$ cat src/rtl/pattern_detect_pkg.sv
// Shared types and helpers for the programmable serial pattern detector.
package pattern_detect_pkg;

   typedef enum logic [1:0] {
      IDLE = 2'd0,
      FILL = 2'd1,
      RUN  = 2'd2
   } state_t;

   // Bits needed to hold a length value in the range 0..max_len.
   function automatic int len_w(input int max_len);
      return $clog2(max_len + 1);
   endfunction

endpackage

$ cat src/rtl/pattern_detect_prog_sat_counter.sv
// Saturating up-counter with synchronous clear; clear has priority over increment.
module sat_counter #(
   parameter int W = 16
) (
   input  logic         clk,
   input  logic         rst,
   input  logic         inc,
   input  logic         clr,
   output logic [W-1:0] cnt
);

   // Count register: clear, or step up until all ones and hold there.
   always_ff @(posedge clk or negedge rst) begin
      if (!rst) begin
         cnt <= '0;
      end else if (clr) begin
         cnt <= '0;
      end else if (inc && (cnt != {W{1'b1}})) begin
         cnt <= cnt + 1'b1;
      end
   end

endmodule

$ cat src/rtl/pattern_detect_prog.sv
// Programmable serial pattern detector with overlap control and a saturating match counter.
module pattern_detect_prog
   import pattern_detect_pkg::*;
#(
   parameter int MAX_LEN = 8,
   parameter int CNT_W   = 16
) (
   input  logic                          clk,
   input  logic                          rst,
   input  logic                          cfg_wr,
   input  logic [MAX_LEN-1:0]            cfg_pattern,
   input  logic [len_w(MAX_LEN)-1:0]     cfg_len,
   input  logic                          cfg_overlap,
   input  logic                          in_valid,
   input  logic                          in_bit,
   output logic                          match,
   output logic [CNT_W-1:0]              match_count,
   output logic                          cfg_err,
   output logic                          armed
);

   localparam int LW = len_w(MAX_LEN);
   localparam logic [LW-1:0] LEN_MAX = LW'(MAX_LEN);

   state_t               state, state_nxt;
   logic [MAX_LEN-1:0]   hist, hist_nxt;
   logic [LW-1:0]        fill, fill_nxt;
   logic [MAX_LEN-1:0]   pat, pat_nxt;
   logic [LW-1:0]        len, len_nxt;
   logic                 ovl, ovl_nxt;
   logic                 match_nxt, cfg_err_nxt;
   logic                 cnt_inc, cnt_clr;

   logic                 cfg_ok;
   logic [MAX_LEN-1:0]   hist_sh;
   logic [LW-1:0]        fill_inc;
   logic [MAX_LEN-1:0]   len_mask;
   logic                 hit;

   // Candidate history/fill for an accepted bit and the compare against the pattern.
   always_comb begin
      cfg_ok   = (cfg_len != '0) && (cfg_len <= LEN_MAX);
      hist_sh  = {hist[MAX_LEN-2:0], in_bit};
      fill_inc = (fill == LEN_MAX) ? fill : fill + 1'b1;
      len_mask = '0;
      for (int i = 0; i < MAX_LEN; i++) begin
         len_mask[i] = (LW'(i) < len);
      end
      hit = (((hist_sh ^ pat) & len_mask) == '0) && (fill_inc >= len);
   end

   // Next-state logic: configuration writes win over data; data only advances when armed.
   always_comb begin
      state_nxt   = state;
      hist_nxt    = hist;
      fill_nxt    = fill;
      pat_nxt     = pat;
      len_nxt     = len;
      ovl_nxt     = ovl;
      match_nxt   = 1'b0;
      cfg_err_nxt = 1'b0;
      cnt_inc     = 1'b0;
      cnt_clr     = 1'b0;
      if (cfg_wr) begin
         if (cfg_ok) begin
            pat_nxt   = cfg_pattern;
            len_nxt   = cfg_len;
            ovl_nxt   = cfg_overlap;
            hist_nxt  = '0;
            fill_nxt  = '0;
            cnt_clr   = 1'b1;
            state_nxt = FILL;
         end else begin
            cfg_err_nxt = 1'b1;
         end
      end else begin
         case (state)
            IDLE: state_nxt = IDLE;
            FILL, RUN: begin
               if (in_valid) begin
                  hist_nxt = hist_sh;
                  fill_nxt = fill_inc;
                  if (hit) begin
                     match_nxt = 1'b1;
                     cnt_inc   = 1'b1;
                     if (!ovl) fill_nxt = '0;
                  end
                  state_nxt = (fill_nxt >= len) ? RUN : FILL;
               end
            end
            default: state_nxt = IDLE;
         endcase
      end
   end

   // State, configuration and output pulse registers.
   always_ff @(posedge clk or negedge rst) begin
      if (!rst) begin
         state   <= IDLE;
         hist    <= '0;
         fill    <= '0;
         pat     <= '0;
         len     <= '0;
         ovl     <= 1'b0;
         match   <= 1'b0;
         cfg_err <= 1'b0;
      end else begin
         state   <= state_nxt;
         hist    <= hist_nxt;
         fill    <= fill_nxt;
         pat     <= pat_nxt;
         len     <= len_nxt;
         ovl     <= ovl_nxt;
         match   <= match_nxt;
         cfg_err <= cfg_err_nxt;
      end
   end

   assign armed = (state != IDLE);

   sat_counter #(.W(CNT_W)) u_cnt (
      .clk (clk),
      .rst (rst),
      .inc (cnt_inc),
      .clr (cnt_clr),
      .cnt (match_count)
   );

endmodule

$ cat config.mk
export PLATFORM = sky130hd
export DESIGN_NAME = pattern_detect_prog
export DESIGN_NICKNAME = d
export VERILOG_FILES = /design/src/rtl/pattern_detect_pkg.sv /design/src/rtl/pattern_detect_prog_sat_counter.sv /design/src/rtl/pattern_detect_prog.sv
export SDC_FILE = /design/constraint.sdc
export NUM_CORES = 1
export LEC_CHECK = 0
export ABC_AREA = 1
export CELL_PAD_IN_SITES_DETAIL_PLACEMENT = 1
export CELL_PAD_IN_SITES_GLOBAL_PLACEMENT = 1
export CORE_MARGIN = 2
export CORE_UTILIZATION = 30
export CTS_BUF_LIST = sky130_fd_sc_hd__clkbuf_8
export DETAILED_ROUTE_END_ITERATION = 6
export PLACE_DENSITY = 0.65
export SKIP_LAST_GASP = 1
export SLEW_MARGIN = 30
export SYNTH_ARGS = -nofsm -noshare
export SYNTH_HDL_FRONTEND = slang
export SYNTH_SLANG_ARGS = --single-unit
$ cat constraint.sdc
create_clock -name clk -period 3.58 [get_ports clk]
set_input_delay 0.716 -clock clk [delete_from_list [all_inputs] [get_ports clk]]
set_output_delay 0.716 -clock clk [all_outputs]
set_load 0.02 [all_outputs]
==> results.cfg <==
[timing]
fmax_mhz = 317.7
slew-limit-headroom = 0.6159
whs_ns = 0.4095
rsz0062_at_grt = no
final.setup.tns_ns = 0
worst_slack_ns = 0.4327
setup_viol = 0
min_period_ns = 3.147
drv_slew = 0
tightest_slew_ns = 0.5762
period_share = 0.8791
hold_viol = 0
skew_ns = 0.003565

[critical_path]
criticalPathCategory = reg -> reg
worstPathArrival_ns = 3.35
cp_max_fo = 4
critical_path_buf_inv_count = 5
slowest_delay_ns = 0.42
critPathCaptureType = flop
path_delay_family = simple AND/OR/NAND/NOR gates
reg2reg_from = fill[0]
regToRegSetupSlack_ns = 0.43
worstSetupStartpointType = flop
reg2reg_to = state[0]
path_cells = inv_1, ha_1, nand2_1, nor2_1, xor2_1, inv_1, ha_1, nand3_1, nand3_1, nand3_1, nand2_1, inv_1, ha_1, inv_1, o21bai_1, nand3_1, nand3_1, o21ai_0, a21oi_1, inv_1
reg2reg_depth = 20
cp.required_ns = 3.78
slowest_stage = dfrtp_1

[logic_synthesis]
yosys.area.top_type = dfrtp_1
syn_area_um2 = 2743
synth_cell_types = 28
synthesis.nets = 376
synthTopCellsByArea = dfrtp_1 (40%), nand2_1 (13%), inv_1 (7.5%)
synth_top_area_share = 0.4015
seq_area_frac_synth = 0.4015
yosys_warnings = 0
synth.ff_latch_count = 44
synth_cells = 346
syn_area_per_cell_um2 = 7.927

[die]
die_x_um = 99.62
dieArea_um2 = 9923
start_util = 0.3115
ios = 37
die_height_um = 99.62
rows = 34
core_um2 = 8806

[place]
dp.final_hpwl_um = 5050
dpl-instance-area_um2 = 3193
port_buffers = 36
preCtsSetupSlack_ns = 0.4280
gp_congestion = 0.7948

[clock_tree]
clkTransAtPathRegs_ns = 0.09
cts-resized-gates = 0
clk_latency_ns = 0.30
h-tree-depth = 2
clock-sinks = 44
clock_path_buffers = 2
cts_tree = yes
cts-root-buf = clkbuf_8
cts_setup_buffers = 0
cts_buffers = 5
ctsHoldBuffers = 0

[detailed_routing]
firstDrtPassIters = 4
remaining_drc_errors = 0
wire_per_inst_um = 13.87
routed_wl_um = 6837
vias = 2348
drt_iter0_drc = 58
vias_per_cell = 4.763
postRouteAntennaNets = 0

[grt]
grt_max_degree = 45
grt_pass1_wl_um = 12030
grt_overflow = 0
antenna_found_initial = 0
track_usage = 0.1505
grt_pass1_vias = 2551

[run_status]
status = finished, final reports clean

[cells_and_area]
final_area_um2 = 3319
nets = 414
drive_gt1_frac = 0.1273
syn_to_final_growth_pct = 21.03
n_antenna_cell = 0

[power_and_ir_drop]
p_per_area_nw_per_um2 = 463.8
p_int_mw = 0.9891
seqPwrFrac = 0.388
p_comb_frac = 0.334
switching_share = 0.3575
finalPower_mw = 1.539
switchingPower_mw = 0.5504
ir_drop_mv = 0.1741
pwr-share-clk = 0.278
leakagePower_nw = 1.688

[min_path]
hold_path_class = in -> async

[job]
maxCapViolations = 0
[synthesized netlist by cell type]
| cell type | count |
|---|---|
| inv_2 | 2 |
| inv_1 | 55 |
| clkbuf_1 | 2 |
| nand4_1 | 6 |
| nand4_2 | 2 |
| o21ai_0 | 19 |
| nand2_1 | 97 |
| nor2_4 | 3 |
| nor3_1 | 1 |
| nor2_1 | 13 |
| a21oi_1 | 3 |
| dfrtp_1 | 44 |
| nor3_4 | 1 |
| xnor2_1 | 5 |
| clkinv_1 | 1 |
| buf_8 | 1 |
| buf_2 | 1 |
| nand2_2 | 14 |
| ha_1 | 12 |
| nor2_2 | 4 |
| buf_6 | 2 |
| nand3_1 | 23 |
| nand4_4 | 1 |
| o22ai_1 | 8 |
| nand3b_1 | 1 |
| xor2_1 | 12 |
| o21bai_1 | 1 |
| nand3_2 | 12 |
[kinds of logic after synthesis]
group	after synthesis	synth area share
buf+inv	64	0.09763
compound gates	31	0.06113
simple gates	178	0.3307
fa+ha+maj	12	0.05474
xor+xnor	17	0.05429
flops	44	0.4015
[cell usage in the layout (no fill, tap or decap), drive strengths merged, types with 2 or more instances in the layout]
cell type / Yosys / layout
xnor2: 5 / 5
xor2: 12 / 12
nand2: 111 / 111
nor3: 2 / 2
buf: 4 / 2
o21ai: 19 / 19
clkbuf: 2 / 7
nor2: 20 / 20
clkdlybuf4s50: 0 / 35
nand4: 9 / 9
o22ai: 8 / 8
a21oi: 3 / 3
nand3: 35 / 35
inv: 57 / 57
ha: 12 / 12
dfrtp: 44 / 44
[stage by stage]
stage / cells / utilization
3_5_place_dp: 485 / 0.3626
6_report: 493 / 0.3770
2_1_floorplan: 346 / -
4_1_cts: 493 / 0.3770
5_1_grt: 493 / 0.3770
3_3_place_gp: 485 / 0.3623
[layout make-up]
| cell class | instances | area [um^2] |
|---|---|---|
| repair buffers | 37 | 365.4 |
| clock inverters | 1 | 30.03 |
| inverters | 58 | 217.7 |
| multi-input cells | 238 | 1374 |
| well taps | 108 | 135.1 |
| fillers | 1077 | 5487 |
| flip-flops and latches | 44 | 1101 |
| clock buffers | 7 | 96.34 |
[registers in the layout, summed over array words and instances (netlist names)]
signal	count
cfg_err	1
fill	4
hist	7
len	4
match	1
ovl	1
pat	8
state	2
u_cnt.cnt	16
[layer usage]
layer	routed length, um	vias up	track usage	share of wire
met3	198	8	0.02600	0.029
li1	-	1161	-	-
met2	3464	34	0.2682	0.51
met1	3094	1145	0.1871	0.45
met4	80	0	0.04110	0.012
met5	0	-	0	0
[worst max path at each step]
stage	startpoint	end	cells after the start
after global placement	in_bit	state[0]	20
after detailed placement	in_bit	state[0]	20
after global routing	fill[0]	state[0]	21
after floorplan	fill[0]	state[0]	20
final	fill[0]	state[0]	20
after CTS	fill[0]	state[0]	20
[power by group through the flow]
stage | Clock (mW) | Combinational, mW | Sequential [mW]
final | 0.428 | 0.515 | 0.597
after global routing | 0.465 | 0.599 | 0.607
after CTS | 0.446 | 0.528 | 0.598
after detailed placement | 0 | 0.525 | 0.607
after global placement | 0 | 0.503 | 0.604
after floorplan | 0 | 0.372 | 0.599
Note: power is estimated with default switching activity, not from simulation.
